`config.mk`:
```
export PLATFORM = sky130hd
export DESIGN_NAME = alu_seq_flat
export DESIGN_NICKNAME = d
export VERILOG_FILES = /design/src/rtl/alu_seq_if.sv /design/src/rtl/alu_seq.sv /design/src/flat_wrapper.sv
export SDC_FILE = /design/constraint.sdc
export NUM_CORES = 1
export LEC_CHECK = 0
export CORE_ASPECT_RATIO = 0.75
export CORE_MARGIN = 2
export CORE_UTILIZATION = 60
export CTS_BUF_LIST = sky130_fd_sc_hd__clkbuf_4 sky130_fd_sc_hd__clkbuf_8
export CTS_CLUSTER_SIZE = 12
export DETAILED_ROUTE_END_ITERATION = 7
export PLACE_DENSITY = 0.86
export SLEW_MARGIN = 15
export SYNTH_ARGS = -nofsm -noshare
export SYNTH_HDL_FRONTEND = slang
export SYNTH_SLANG_ARGS = --single-unit
```
`constraint.sdc`:
```
create_clock -name clk -period 7.3 [get_ports clk]
set_input_delay 1.095 -clock clk [delete_from_list [all_inputs] [get_ports clk]]
set_output_delay 1.095 -clock clk [all_outputs]
set_load 0.005 [all_outputs]
```
`src/rtl/alu_seq_if.sv`:
```
// Request/response bundle for alu_seq: operation request in, status and results out.
// The master drives requests; the ALU sits on the slave side.
interface alu_seq_if #(
    parameter int WIDTH = 32
);
    logic             start;
    logic [3:0]       ALUctl;
    logic [WIDTH-1:0] a;
    logic [WIDTH-1:0] b;
    logic             busy;
    logic             done;
    logic [WIDTH-1:0] Result;
    logic [WIDTH-1:0] Result_hi;
    logic             Zero;
    logic             Overflow;

    modport master (
        output start, ALUctl, a, b,
        input  busy, done, Result, Result_hi, Zero, Overflow
    );

    modport slave (
        input  start, ALUctl, a, b,
        output busy, done, Result, Result_hi, Zero, Overflow
    );
endinterface

```
`src/rtl/alu_seq.sv`:
```
// Sequential ALU: single-cycle logic/arithmetic ops plus a WIDTH-cycle shift-add unsigned multiply.
// state | meaning
// IDLE  | waiting for start; results from the last op are held
// MUL   | one shift-add iteration per edge, busy=1
// DONE  | done=1 for this cycle; start is ignored
module alu_seq #(
    parameter int WIDTH = 32
) (
    input  logic       clk,
    input  logic       rst,
    alu_seq_if.slave   bus
);
    localparam int CW = $clog2(WIDTH);

    localparam logic [3:0] OP_AND  = 4'b0000;
    localparam logic [3:0] OP_OR   = 4'b0001;
    localparam logic [3:0] OP_ADD  = 4'b0010;
    localparam logic [3:0] OP_SUB  = 4'b0110;
    localparam logic [3:0] OP_SLT  = 4'b0111;
    localparam logic [3:0] OP_NOR  = 4'b1100;
    localparam logic [3:0] OP_MULU = 4'b1000;

    typedef enum logic [1:0] {IDLE, MUL, DONE} state_t;

    state_t             state;
    logic [CW-1:0]      cnt;
    logic [WIDTH-1:0]   op_a;
    logic [WIDTH-1:0]   op_b;
    logic [2*WIDTH-1:0] prod;

    logic [WIDTH-1:0]   sum;
    logic [WIDTH-1:0]   dif;
    logic               ovf_add;
    logic               ovf_sub;
    logic [WIDTH-1:0]   res_c;
    logic               ovf_c;
    logic [WIDTH:0]     acc;
    logic [2*WIDTH-1:0] prod_nxt;

    always_comb begin
        sum     = bus.a + bus.b;
        dif     = bus.a + ~bus.b + WIDTH'(1);
        ovf_add = (bus.a[WIDTH-1] == bus.b[WIDTH-1]) && (sum[WIDTH-1] != bus.a[WIDTH-1]);
        ovf_sub = (bus.a[WIDTH-1] != bus.b[WIDTH-1]) && (dif[WIDTH-1] != bus.a[WIDTH-1]);
        res_c   = '0;
        ovf_c   = 1'b0;
        case (bus.ALUctl)
            OP_AND: res_c = bus.a & bus.b;
            OP_OR:  res_c = bus.a | bus.b;
            OP_ADD: begin
                res_c = sum;
                ovf_c = ovf_add;
            end
            OP_SUB: begin
                res_c = dif;
                ovf_c = ovf_sub;
            end
            // sign XOR overflow keeps SLT correct when a-b wraps
            OP_SLT: res_c = {{(WIDTH-1){1'b0}}, dif[WIDTH-1] ^ ovf_sub};
            OP_NOR: res_c = ~(bus.a | bus.b);
            default: begin
                res_c = '0;
                ovf_c = 1'b0;
            end
        endcase
    end

    // Add the multiplicand into the upper half, then shift the whole product right.
    always_comb begin
        acc      = {1'b0, prod[2*WIDTH-1:WIDTH]} + (op_b[0] ? {1'b0, op_a} : '0);
        prod_nxt = {acc, prod[WIDTH-1:1]};
    end

    always_ff @(posedge clk or posedge rst) begin
        if (rst) begin
            state         <= IDLE;
            cnt           <= '0;
            op_a          <= '0;
            op_b          <= '0;
            prod          <= '0;
            bus.busy      <= 1'b0;
            bus.done      <= 1'b0;
            bus.Result    <= '0;
            bus.Result_hi <= '0;
            bus.Zero      <= 1'b0;
            bus.Overflow  <= 1'b0;
        end else begin
            bus.done <= 1'b0;
            case (state)
                IDLE: begin
                    if (bus.start) begin
                        if (bus.ALUctl == OP_MULU) begin
                            op_a     <= bus.a;
                            op_b     <= bus.b;
                            prod     <= '0;
                            cnt      <= '0;
                            bus.busy <= 1'b1;
                            state    <= MUL;
                        end else begin
                            bus.Result    <= res_c;
                            bus.Result_hi <= '0;
                            bus.Zero      <= (res_c == '0);
                            bus.Overflow  <= ovf_c;
                            bus.done      <= 1'b1;
                            state         <= DONE;
                        end
                    end
                end
                MUL: begin
                    prod <= prod_nxt;
                    op_b <= op_b >> 1;
                    cnt  <= cnt + CW'(1);
                    if (cnt == CW'(WIDTH-1)) begin
                        bus.Result    <= prod_nxt[WIDTH-1:0];
                        bus.Result_hi <= prod_nxt[2*WIDTH-1:WIDTH];
                        bus.Zero      <= (prod_nxt == '0);
                        bus.Overflow  <= 1'b0;
                        bus.busy      <= 1'b0;
                        bus.done      <= 1'b1;
                        state         <= DONE;
                    end
                end
                DONE:    state <= IDLE;
                default: state <= IDLE;
            endcase
        end
    end
endmodule

```
`src/flat_wrapper.sv`:
```
// flat-port wrapper written by rule: the top's interface ports become plain ports
module alu_seq_flat 
#(
    parameter int WIDTH = 32
)
  (clk, rst, bus_start, bus_ALUctl, bus_a, bus_b, bus_busy, bus_done, bus_Result, bus_Result_hi, bus_Zero, bus_Overflow);
  alu_seq_if #(.WIDTH(WIDTH)) bus_i ();
  input  logic clk;
  input  logic rst;
  input wire logic [$bits(bus_i.start)-1:0] bus_start;
  input wire logic [$bits(bus_i.ALUctl)-1:0] bus_ALUctl;
  input wire logic [$bits(bus_i.a)-1:0] bus_a;
  input wire logic [$bits(bus_i.b)-1:0] bus_b;
  output wire logic [$bits(bus_i.busy)-1:0] bus_busy;
  output wire logic [$bits(bus_i.done)-1:0] bus_done;
  output wire logic [$bits(bus_i.Result)-1:0] bus_Result;
  output wire logic [$bits(bus_i.Result_hi)-1:0] bus_Result_hi;
  output wire logic [$bits(bus_i.Zero)-1:0] bus_Zero;
  output wire logic [$bits(bus_i.Overflow)-1:0] bus_Overflow;
  assign bus_i.start = bus_start;
  assign bus_i.ALUctl = bus_ALUctl;
  assign bus_i.a = bus_a;
  assign bus_i.b = bus_b;
  assign bus_busy = bus_i.busy;
  assign bus_done = bus_i.done;
  assign bus_Result = bus_i.Result;
  assign bus_Result_hi = bus_i.Result_hi;
  assign bus_Zero = bus_i.Zero;
  assign bus_Overflow = bus_i.Overflow;
  alu_seq #(.WIDTH(WIDTH)) u_core (.clk(clk), .rst(rst), .bus(bus_i));
endmodule
```
==> impl_metrics.py <==
metrics = {
    "setup_path": {
        "cp.arrival_ns": 6.91,
        "slowest_stage": "clkdlybuf4s50_1",
        "ff2ff_path_depth": 15,
        "slowest_delay_ns": 0.57,
        "rr_endpoint": "u_core.bus.Zero",
        "crit_family": "simple AND/OR/NAND/NOR gates",
        "critPathBufInv": 2,
        "crit_chain": "clkdlybuf4s50_1 -> inv_1 -> ha_1 -> or3_4 -> or4_4 -> a21oi_4 -> a2111oi_2 -> nor2_1 -> and4_1 -> o21ai_0 -> a21oi_1 -> nor2_1 -> fa_1 -> a31oi_1 -> o221ai_1 -> nor4_1 -> o2111ai_1 -> or3b_1 -> nor4_1 -> nand4_1 -> nor4_1 -> nand4_1 -> o21ai_1",
        "reg2reg_slack_ns": 2.15,
        "crit_path_start_kind": "input pin",
        "worst-path-max-fanout": 11,
        "cpMostUsedCell": "nor4_1",
        "crit_required_ns": 7.82,
        "path_depth": 23,
        "end_kind": "flip-flop",
        "path_class": "input pin to flip-flop",
        "worstReg2RegStart": "u_core.op_b[0]",
    },
    "timing": {
        "finalSetupTns_ns": 0,
        "grt_setup_unrepaired": "false",
        "fin_crit_ns": 6.39,
        "maxSlewHeadroom_pct": 30.6,
        "finalSetupViolations": 0,
        "hold_viol": 0,
        "tightest_slew_ns": 1.04,
        "drv_slew": 0,
        "skew_ns": 0.0314,
        "fmax_mhz": 156,
        "hold_ws_ns": 0.465,
        "finalWorstSetupSlack_ns": 0.907,
        "finalCritPeriodShare_pct": 87.6,
    },
    "detailed_routing": {
        "dr.pass1.iters": 7,
        "wirelength_mm": 55.3,
        "antenna_left": 0,
        "via_per_inst": 6.54,
        "num_vias": 15600,
        "avgRoutedWirePerCell_um": 23.2,
        "drcViolationCount": 0,
        "drt_iter0_drc": 2132,
    },
    "synth": {
        "synthXorXnorAreaFrac_pct": 2.37,
        "post-synth-top-area-cell": "dfrtp_1",
        "syn-cell-area_sq_mm": 0.0159,
        "synthSimpleGateAreaFrac_pct": 18.8,
        "muxShareOfSynthArea_pct": 5.64,
        "synth_ff_type": "dfrtp_1",
        "synth_top_family_by_area": "compound AO/OA/AOI/OAI gates",
        "synthTopCellsByCount": "306 x nand2_1, 202 x dfrtp_1, 189 x o21ai_0",
        "netlist_instances": 1924,
        "synth_cell_types": 88,
        "synth_edf_count": 0,
        "yosys.area_share.adder_pct": 11.3,
        "async_flop_share_pct": 100,
        "syn_nets": 2136,
        "synth_compound_area_share_pct": 24.3,
        "synth-warning-count": 0,
        "ys_top_cells_by_area": "dfrtp_1 32%, ha_1 11%, nand2_1 7.2%",
        "synth_seq_cells": 202,
        "synth_top_area_share_pct": 31.8,
        "ys_seq_area_share_pct": 31.8,
        "syn_avg_cell_area_sq_um": 8.25,
        "yosysMostFrequentCell": "nand2_1",
    },
    "clock_tree": {
        "cts_resized": 0,
        "clockBufferDepth": 3,
        "ctsRootBufferMaster": "clkbuf_8",
        "cts_sinks": 202,
        "cts_setup_buffers": 0,
        "cts_inserted_buffers": 34,
        "h-tree-depth": 2,
        "cts_tree": "done",
        "clock_latency_ns": 0.59,
        "clk_pin_slew_ns": 0.07,
        "postCtsHoldBufs": 0,
    },
    "global_routing": {
        "grt_pass1_wl_mm": 84.0,
        "overflow": 0,
        "grt_antenna_before_repair": 1,
        "grtUsageTotal_pct": 39.5,
        "grt_max_degree": 134,
        "grt_pass1_vias": 14700,
    },
    "final_layout": {
        "fin_cells": 2380,
        "drive_above_1_share_pct": 8.80,
        "post-route-util_pct": 70.7,
        "area_growth_pct": 15.8,
        "layout.nets": 2223,
        "fin_area_sq_mm": 0.0184,
    },
    "floorplan": {
        "ios": 139,
        "start_util_pct": 61.1,
        "die-width_um": 192,
        "dieArea_sq_mm": 0.0278,
        "die_h_um": 145,
        "core_region_area_sq_mm": 0.0260,
        "placementRows": 51,
    },
    "placed_design": {
        "finalWeightedCongestion": 1.01,
        "dp_slack_ns": 0.413,
        "dp_hpwl_mm": 40.5,
        "port_buffers": 138,
        "placed_cells": 2319,
        "place_area_sq_mm": 0.0175,
    },
    "power": {
        "p_total_mw": 5.06,
        "ir_drop_mv": 0.300,
        "leakage_nw": 8.17,
        "power_density_mw_per_mm2": 275,
    },
    "hold_path": {
        "holdCritStartpoint": "u_core.bus.Result[24]",
        "hold_class": "flip-flop to flip-flop",
        "hold_path_end": "u_core.bus.Result[24]",
        "holdPathStages": 2,
    },
    "status": {
        "outcome": "completed",
    },
    "flow_run": {
        "drv_cap": 0,
    },
}
==> tightest hold or removal path: stages (launching register included) <==
cell and delay [ns]:
dfrtp_1 0.34, nand2_1 0.05, nand2_1 0.05
==> kinds of logic (layout without fill, tap and decap cells) <==
family | count (synthesis) | in the layout
simple gates | 638 | 638
buf+inv | 231 | 342
flops | 202 | 202
mux | 84 | 84
compound gates | 585 | 585
fa+ha+maj | 141 | 141
other cells | 0 | 1
xor+xnor | 43 | 43
==> how the worst max path moves through the flow <==
stage             start             endpoint  slack (ns)
6_report       bus_a[8]      u_core.bus.Zero        0.91
5_1_grt        bus_b[8]      u_core.bus.Zero        0.56
4_1_cts        bus_a[8]      u_core.bus.Zero         1.0
3_5_place_dp   bus_a[8]      u_core.bus.Zero        0.41
3_3_place_gp   bus_a[8]      u_core.bus.Zero        0.61
2_1_floorplan       rst  u_core.bus.Overflow        0.69
==> layout by cell type, fill, tap and decap left out, types with 15 or more instances in the layout <==
| cell type | n |
|---|---|
| o31ai_1 | 38 |
| buf_4 | 27 |
| nor4_1 | 20 |
| nor2_1 | 104 |
| a21oi_1 | 121 |
| a21o_1 | 21 |
| ha_1 | 137 |
| nor3_1 | 24 |
| nand3_1 | 29 |
| nor2b_1 | 17 |
| o21ai_0 | 189 |
| mux2_2 | 43 |
| o21a_1 | 15 |
| a211oi_1 | 20 |
| xor2_1 | 17 |
| and2_1 | 40 |
| inv_1 | 112 |
| xnor2_1 | 26 |
| clkbuf_8 | 42 |
| clkdlybuf4s50_1 | 138 |
| mux2i_1 | 41 |
| dfrtp_1 | 202 |
| nand4_1 | 21 |
| nand2_1 | 306 |
==> metal layers <==
metal  vias up  routed length (um)  track usage, %
met5         -                  62            1.83
met4         2                2060            15.2
met3       125                6350            11.4
met2       894               22900            57.4
met1      7535               23900            55.5
li1       7021                   -               -
==> where the power goes <==
| group | switching (mW) | internal [mW] | total, mW |
|---|---|---|---|
| logic | 1.16 | 0.787 | 1.95 |
| registers | 0.301 | 1.46 | 1.76 |
| clock network | 0.545 | 0.803 | 1.35 |
| total | 2.01 | 3.05 | 5.06 |
==> layout make-up <==
type	instances	area, sq um
Clock buffer	47	616
Inverter	116	443
Tap cell	344	430
Clock inverter	13	263
Antenna cell	1	2.50
Multi-Input combinational cell	1491	9960
Timing Repair Buffer	166	1600
Fill cell	2067	7600
Sequential cell	202	5050
==> state kept, by name, indices dropped and copies added, names as in the netlist <==
name / count
u_core.op_b: 32
u_core.cnt: 5
u_core.state: 2
u_core.bus.Result_hi: 32
u_core.bus.Zero: 1
u_core.bus.done: 1
u_core.bus.busy: 1
u_core.bus.Result: 32
u_core.bus.Overflow: 1
u_core.prod: 63
u_core.op_a: 32
Power figures use the tool's default switching activity.
